[src/rtl/layer_compositor_pkg.sv]
// Shared constants and helpers for the layer compositor: pixel width,
// colour-key default, index widths and {R,G,B} channel positions.
package layer_compositor_pkg;

  localparam int R_CH = 2;
  localparam int G_CH = 1;
  localparam int B_CH = 0;

  // Default colour key is all-zero; replicated to the pixel width by users.
  localparam logic TRANSPARENT_BIT = 1'b0;

  function automatic int color_w(input int ch_w);
    return 3 * ch_w;
  endfunction

  function automatic int idx_w(input int n);
    return (n > 1) ? $clog2(n) : 1;
  endfunction

endpackage

[src/rtl/layer_compositor_priority_sel.sv]
// Combinational priority picker: lowest opaque layer wins; also flags
// when two or more masked layers are opaque on the same pixel.
module layer_priority_sel
  import layer_compositor_pkg::*;
#(
  parameter int                    NUM_LAYERS   = 3,
  parameter int                    COLOR_W      = 12,
  parameter logic [NUM_LAYERS-1:0] OVERLAP_MASK = '1
)(
  input  logic [NUM_LAYERS-1:0]         i_opaque,
  input  logic [NUM_LAYERS*COLOR_W-1:0] i_pix,
  output logic [COLOR_W-1:0]            o_color,
  output logic                          o_valid,
  output logic                          o_multi
);

  localparam int IW = idx_w(NUM_LAYERS);

  logic [IW-1:0]         w_idx;
  logic [NUM_LAYERS-1:0] w_masked;
  logic                  w_seen;

  assign w_masked = i_opaque & OVERLAP_MASK;

  // Scan high to low so the last write is the highest-priority layer.
  always_comb begin
    w_idx = '0;
    for (int i = NUM_LAYERS - 1; i >= 0; i--)
      if (i_opaque[i]) w_idx = IW'(i);
  end

  always_comb begin
    w_seen  = 1'b0;
    o_multi = 1'b0;
    for (int i = 0; i < NUM_LAYERS; i++) begin
      if (w_masked[i]) begin
        if (w_seen) o_multi = 1'b1;
        w_seen = 1'b1;
      end
    end
  end

  assign o_valid = |i_opaque;
  assign o_color = i_pix[w_idx*COLOR_W +: COLOR_W];

endmodule

[src/rtl/layer_compositor.sv]
// Layer compositor: colour-keyed priority mux over NUM_LAYERS sources with
// enables, frame blinking, per-frame overlap flag and a 2-stage video pipe.
module layer_compositor
  import layer_compositor_pkg::*;
#(
  parameter int                    NUM_LAYERS   = 3,
  parameter int                    CH_W         = 4,
  parameter logic [3*CH_W-1:0]     TRANSPARENT  = {(3*CH_W){TRANSPARENT_BIT}},
  parameter int                    BLINK_FRAMES = 30,
  parameter logic [NUM_LAYERS-1:0] OVERLAP_MASK = '1,
  parameter logic                  SYNC_IDLE    = 1'b1
)(
  input  logic                                  clk,
  input  logic                                  reset,
  input  logic [NUM_LAYERS*color_w(CH_W)-1:0]   layer_pix,
  input  logic [NUM_LAYERS-1:0]                 layer_en,
  input  logic [NUM_LAYERS-1:0]                 layer_blink,
  input  logic [color_w(CH_W)-1:0]              bg_color,
  input  logic                                  video_on,
  input  logic                                  hsync_in,
  input  logic                                  vsync_in,
  input  logic                                  frame_tick,
  output logic [CH_W-1:0]                       VGA_R,
  output logic [CH_W-1:0]                       VGA_G,
  output logic [CH_W-1:0]                       VGA_B,
  output logic                                  hsync_out,
  output logic                                  vsync_out,
  output logic                                  video_on_out,
  output logic                                  overlap,
  output logic                                  blink_phase
);

  localparam int COLOR_W = color_w(CH_W);
  localparam int CW      = idx_w(BLINK_FRAMES);

  logic [NUM_LAYERS-1:0] w_opaque;
  logic [COLOR_W-1:0]    w_lay_color;
  logic                  w_valid;
  logic                  w_multi;

  logic [CW-1:0]         r_blink_cnt;
  logic                  r_blink_phase;
  logic                  r_overlap;

  logic [COLOR_W-1:0]    r_color1;
  logic                  r_vid1, r_hs1, r_vs1, r_hit1;
  logic [COLOR_W-1:0]    r_rgb2;
  logic                  r_vid2, r_hs2, r_vs2;

  for (genvar g = 0; g < NUM_LAYERS; g++) begin : g_lane
    assign w_opaque[g] = layer_en[g] & ~(layer_blink[g] & r_blink_phase) &
                         (layer_pix[g*COLOR_W +: COLOR_W] != TRANSPARENT);
  end

  layer_priority_sel #(
    .NUM_LAYERS   (NUM_LAYERS),
    .COLOR_W      (COLOR_W),
    .OVERLAP_MASK (OVERLAP_MASK)
  ) u_sel (
    .i_opaque (w_opaque),
    .i_pix    (layer_pix),
    .o_color  (w_lay_color),
    .o_valid  (w_valid),
    .o_multi  (w_multi)
  );

  always_ff @(posedge clk) begin
    if (reset) begin
      r_blink_cnt   <= '0;
      r_blink_phase <= 1'b0;
    end else if (frame_tick) begin
      if (r_blink_cnt == CW'(BLINK_FRAMES - 1)) begin
        r_blink_cnt   <= '0;
        r_blink_phase <= ~r_blink_phase;
      end else begin
        r_blink_cnt   <= r_blink_cnt + 1'b1;
      end
    end
  end

  // Syncs reset to their idle level so no spurious pulse leaves the pipe.
  always_ff @(posedge clk) begin
    if (reset) begin
      r_color1 <= '0;
      r_vid1   <= 1'b0;
      r_hs1    <= SYNC_IDLE;
      r_vs1    <= SYNC_IDLE;
      r_hit1   <= 1'b0;
      r_rgb2   <= '0;
      r_vid2   <= 1'b0;
      r_hs2    <= SYNC_IDLE;
      r_vs2    <= SYNC_IDLE;
    end else begin
      r_color1 <= w_valid ? w_lay_color : bg_color;
      r_vid1   <= video_on;
      r_hs1    <= hsync_in;
      r_vs1    <= vsync_in;
      r_hit1   <= video_on & w_multi;
      r_rgb2   <= r_vid1 ? r_color1 : '0;
      r_vid2   <= r_vid1;
      r_hs2    <= r_hs1;
      r_vs2    <= r_vs1;
    end
  end

  // frame_tick restarts the flag but keeps a hit landing on the same cycle.
  always_ff @(posedge clk) begin
    if (reset)           r_overlap <= 1'b0;
    else if (frame_tick) r_overlap <= r_hit1;
    else                 r_overlap <= r_overlap | r_hit1;
  end

  assign VGA_R        = r_rgb2[R_CH*CH_W +: CH_W];
  assign VGA_G        = r_rgb2[G_CH*CH_W +: CH_W];
  assign VGA_B        = r_rgb2[B_CH*CH_W +: CH_W];
  assign hsync_out    = r_hs2;
  assign vsync_out    = r_vs2;
  assign video_on_out = r_vid2;
  assign overlap      = r_overlap;
  assign blink_phase  = r_blink_phase;

endmodule

[config.mk]
export PLATFORM = sky130hd
export DESIGN_NAME = layer_compositor
export DESIGN_NICKNAME = d
export VERILOG_FILES = /design/src/rtl/layer_compositor_pkg.sv /design/src/rtl/layer_compositor_priority_sel.sv /design/src/rtl/layer_compositor.sv
export SDC_FILE = /design/constraint.sdc
export NUM_CORES = 1
export LEC_CHECK = 0
export ABC_AREA = 1
export CAP_MARGIN = 0
export CORE_UTILIZATION = 46
export CTS_CLUSTER_DIAMETER = 80
export DETAILED_ROUTE_END_ITERATION = 10
export PLACE_DENSITY = 0.94
export SLEW_MARGIN = 10
export SYNTH_ARGS = -nofsm -noshare
export SYNTH_HDL_FRONTEND = slang
export SYNTH_SLANG_ARGS = --single-unit
[constraint.sdc]
create_clock -name clk -period 2.7 [get_ports clk]
set_clock_uncertainty 0.05 [all_clocks]
set_input_delay 0.54 -clock clk [delete_from_list [all_inputs] [get_ports clk]]
set_output_delay 0.54 -clock clk [all_outputs]
set_load 0.02 [all_outputs]
* Word level (Yosys, flattened, before mapping)
Index checks and enable logic that the tools add are counted.
Widths: inputs -> output; s select.
** Storage, ports and cells
- Register bits :: 38
- Input bits :: 60
- Output and inout port bits :: 17
- Logic and storage cells :: 50
** Cells by class
- $add $sub $neg :: 1
- Multiply operators :: 1
- Equality and inequality tests :: 1
- Shifts and indexed selects :: 1
- Mux-type cells :: 12
- Bitwise gates (word level) :: 16
- Reductions and logical operators :: 6
** Operator list (number)
- $reduce_bool 12->1 :: 3
- $shiftx 36x7->12 :: 1
- $mux 12 :: 1
- $and 1x1->1 :: 10
- $mux 1 :: 7
- $mux 2 :: 3
- $add 5x1->5 const B :: 1
- $eq 5x5->1 const B :: 1
- $mux 5 :: 1
- $not 1->1 :: 5
- $mul 2x2->4 const B :: 1
- $reduce_or 3->1 :: 1
- $reduce_and 2->1 :: 1
- $reduce_or 2->1 :: 1
- $or 1x1->1 :: 1

* Longest topological paths before layout
- Depth in word-level cells :: 10
- Gate-level depth with buffers :: 11
- Depth with buffers taken out :: 10

* By module
Synthesis repeated with hierarchy kept, for this count alone.
** Unflattened totals
- Cells, all modules :: 289
- Area, all modules :: 1854.3 um^2
** Modules (own cells, without submodules)
- layer_compositor :: instances 1, cells an instance 191, area an instance 1435.1 um^2, seq. area each 760.7 um^2
- layer_priority_sel :: instances 1, cells an instance 98, area an instance 419.2 um^2, seq. area each 0.0 um^2

* Worst setup path before layout
Ideal clock, no wire load.
- Path type :: input to register
- Start point :: input layer_pix[18]
- End point :: register r_color1[11]
- Library setup time :: 0.142 ns
- Data arrival time :: 1.428 ns
- Required time :: 2.508 ns
- Slack :: 1.080 ns
- Stages on the path :: 11
- Path buffers :: 1
- Path through :: nor2_1 > nand2_1 > nor2_4 > nand2_2 > nand2_4 > nand2_4 > inv_2 > buf_2 > o21ai_0 > nand2_1 > a21oi_2
** Between the ends
- Cells in the longest elaborated chain, start to end :: 7
- Elaborated cells on any way between the ends :: 8
- Those cells by class :: mul (1); shift (1); mux (3); bitwise (1); reduce/logical (2)
** Ends and longest elaborated chain
- from (decl) :: line layer_compositor.sv:15 : input logic [NUM_LAYERS*color_w(CH_W)-1:0] layer_pix,
- $reduce_bool 12->1 * :: line layer_compositor.sv:52 : (layer_pix[g*COLOR_W +: COLOR_W] != TRANSPARENT);
- $and 1x1->1 * :: line layer_compositor.sv:51 : assign w_opaque[g] = layer_en[g] & ~(layer_blink[g] & r_blink_phase) &
- $mux 2 (2 in series) :: line layer_compositor_priority_sel.sv:29 : if (i_opaque[i]) w_idx = IW'(i);
- $mul 2x2->4 :: line layer_compositor_priority_sel.sv:44 : assign o_color = i_pix[w_idx*COLOR_W +: COLOR_W];
- $shiftx 36x7->12 :: line layer_compositor_priority_sel.sv:44
- $mux 12 * :: line layer_compositor.sv:94 : r_color1 <= w_valid ? w_lay_color : bg_color;
- to (signal assigned) :: line layer_compositor.sv:94
- to (decl) :: line layer_compositor.sv:45 : logic [COLOR_W-1:0] r_color1;
Mark *: on every way between the ends. The rest lies on a longest branch, timed or not.
A chain may end at the register's enable or synchronous reset.

* Final worst setup path
- Start point :: input layer_pix[0]
- End point :: register r_color1[9]
** Between the ends
- Cells in the longest elaborated chain, start to end :: 6
- Elaborated cells on any way between the ends :: 7
- Those cells by class :: mul (1); shift (1); mux (2); bitwise (1); reduce/logical (2)
** Ends and longest elaborated chain (line)
- $reduce_bool 12->1 * :: layer_compositor.sv:52
- $and 1x1->1 * :: layer_compositor.sv:51
- $mux 2 :: layer_compositor_priority_sel.sv:29
- $mul 2x2->4 :: layer_compositor_priority_sel.sv:44
- $shiftx 36x7->12 :: layer_compositor_priority_sel.sv:44
- $mux 12 * :: layer_compositor.sv:94
Marks and branches as above.

==> run metrics <==
die area 0.00429 mm^2; vias 1,877; # setup viols final 0; Final ANT Viol Nets 0; Slew HR 73.3%; end-of-flow core utilization 72.6%; Post-CTS Setup Bufs 0; min Tclk post-route 2.13 ns; Worst EP required 2.83 ns; fmax 0.470 GHz; yosys warns 0; syn nets 318; Layout fillers 299; RSZ-0062 raised after global routing no; critical path endpoint category flop; worst r2r path cells 7; total length of routed wires 4880 um; share of the synthesized area in the top cell type 41.0%; gr ovfl total 0; drt drc 0; Initial Util 49.2%; worst hold slack 0.364 ns; Die Y 65.5 um; fin worst setup slack 0.574 ns; CP Data Arrival Time 2.26 ns; Hold Path Class flop to flop; global-route wire length before repair 7820 um; final hold vios 0; Cell Area, Synth 0.00186 mm^2; count of final max-slew check failures 0; pin count of the biggest net entering global routing 17; first-pass iteration count of the detailed router 4; area growth from synthesis to final layout 47.4%; kind of critical path input pin to flop; Yosys top cell by area dfxtp_1; die width 65.5 um; CP Launch Type input pin; Mapped Cells 256; Root Driver clkbuf_8; Placement Cell Area 0.00263 mm^2; sw frac 24.4%; initial drt markers 116; CTS max path bufs 2; hold_buf cts 0; Net Sw Power 0.319 mW; Max VDD drop 0.000332 V; dpl ws 0.371 ns; post-detail-place hpwl 3740 um; Final Power 1.31 mW; number of global-route vias before repair 1,800; syn_area_per_cell 7.25 um^2; CTS tree yes; CP max FO 16; initial antenna violation count 0; DR vias/cell 4.94; n_diodes 0; register share of total power 45.7%; Tightest Pin Transition 0.400 ns; status completed; Power Dens Cells 478 mW/mm^2; Core Region 0.00377 mm^2; port bufs 76; CTS H-Tree Depth 2; CTS resizes 0; Gate power share 19.0%; # Max-Cap Violations 0; period utilization 78.7%; Hold Path Stages 1; layout cells sized above 1 12.3%; # nets final 393; # IOs 77; clock net sink count 38; P_int 0.990 mW; Post-Place Cells 372; sequential share of the synthesized area 41.0%; Fin Setup TNS 0 ns; CTS Buf Count 5; Post-Layout Inst Area 0.00274 mm^2; library cells used by synthesis 29; Area contributors post-synth dfxtp_1 41%, nand2_1 9.1%, nor2_1 7.9%, nand3_1 7.5%, inv_1 7.1%; Clock transition at path regs 0.07 ns; routability cong. 0.866; Tot GR Track Use 24.3%; worst skew pair latency 0.29 ns; Static Leakage 1.16 nW; final non-filler cell total 380; number of synthesized register bits 38; routed len/inst 12.8 um; row count 22; clock power share 35.3%
-- power by group through the flow --
stage | Sequential (mW) | Combinational, mW | Clock, mW
final | 0.597 | 0.248 | 0.462
after global routing | 0.599 | 0.270 | 0.495
after CTS | 0.597 | 0.247 | 0.470
after detailed placement | 0.610 | 0.241 | 0
after global placement | 0.608 | 0.234 | 0
after floorplan | 0.615 | 0.109 | 0
-- routing by layer --
layer	GRT usage, %	vias up	wire (um)
li1	-	941	-
met1	27.9	836	1920
met2	41.8	91	2510
met3	6.42	9	363
met4	11.4	0	91
met5	0	-	0
-- synth_stat cells (all sizes together) --
cell type / number
nand2: 54
nor2: 42
dfxtp: 38
inv: 37
nand3: 29
a21oi: 15
o21ai: 14
buf: 9
or2: 4
nor3: 3
and2: 2
ha: 2
xor2: 2
a211oi: 1
a21boi: 1
and3: 1
clkbuf: 1
xnor2: 1
-- worst max-delay path: stages --
cell and delay [ns]:
clkdlybuf4s50_1 0.44, nor2_1 0.13, nand2_1 0.07, nor2_1 0.09, nand2_1 0.11, nand2_4 0.19
nand2_1 0.27, nand2_1 0.12, nand3_1 0.12, nand2_1 0.12, a21oi_2 0.06
-- registers in the layout (all words and copies together) (netlist names) --
signal and count:
r_color1 12, r_rgb2 12, r_blink_cnt 5, blink_phase 1, hsync_out 1, overlap 1, r_hit1 1, r_hs1 1
r_vid1 1, r_vs1 1, video_on_out 1, vsync_out 1
-- cells in the final DEF, fill, tap and decap left out, types with 3 or more instances in the layout --
cell type        Yosys  final
a21oi_1              4      4
clkdlybuf4s50_1      0     76
nand2_4              3      3
inv_1               35     35
nor3_1               3      3
nand2_2              6      6
or2_2                4      4
o21ai_1              8      8
dfxtp_1             38     38
nor2_1              39     39
clkbuf_8             0      5
nand3_1             28     28
o21ai_0              6      6
a21oi_2             11     11
nor2_4               3      3
nand2_1             45     45
-- cell type report --
class	count	area, um^2	area share [%]
Sequential cell	38	761	27.8
Multi-Input combinational cell	171	892	32.6
Inverter	37	139	5.08
Tap cell	48	60.1	2.19
Clock inverter	3	40.0	1.46
Timing Repair Buffer	78	776	28.3
Clock buffer	5	68.8	2.51
-- cells by family after synthesis --
family,synth area share [%]
buffers and inverters,11.0
AO/OA/AOI/OAI,10.8
flip-flops,41.0
AND/OR/NAND/NOR,34.4
XOR/XNOR,1.42
adder cells (fa/ha/maj),1.35
-- path summary, 6_finish.rpt --
kind                                   start     endpoint  slack [ns]
worst max-delay path            layer_pix[0]  r_color1[9]        0.57
worst min-delay path                   r_vs1    vsync_out        0.36
worst max register to register   blink_phase  r_color1[9]        1.07
worst min register to register         r_vs1    vsync_out        0.36
Note: power is estimated with default switching activity, not from simulation.
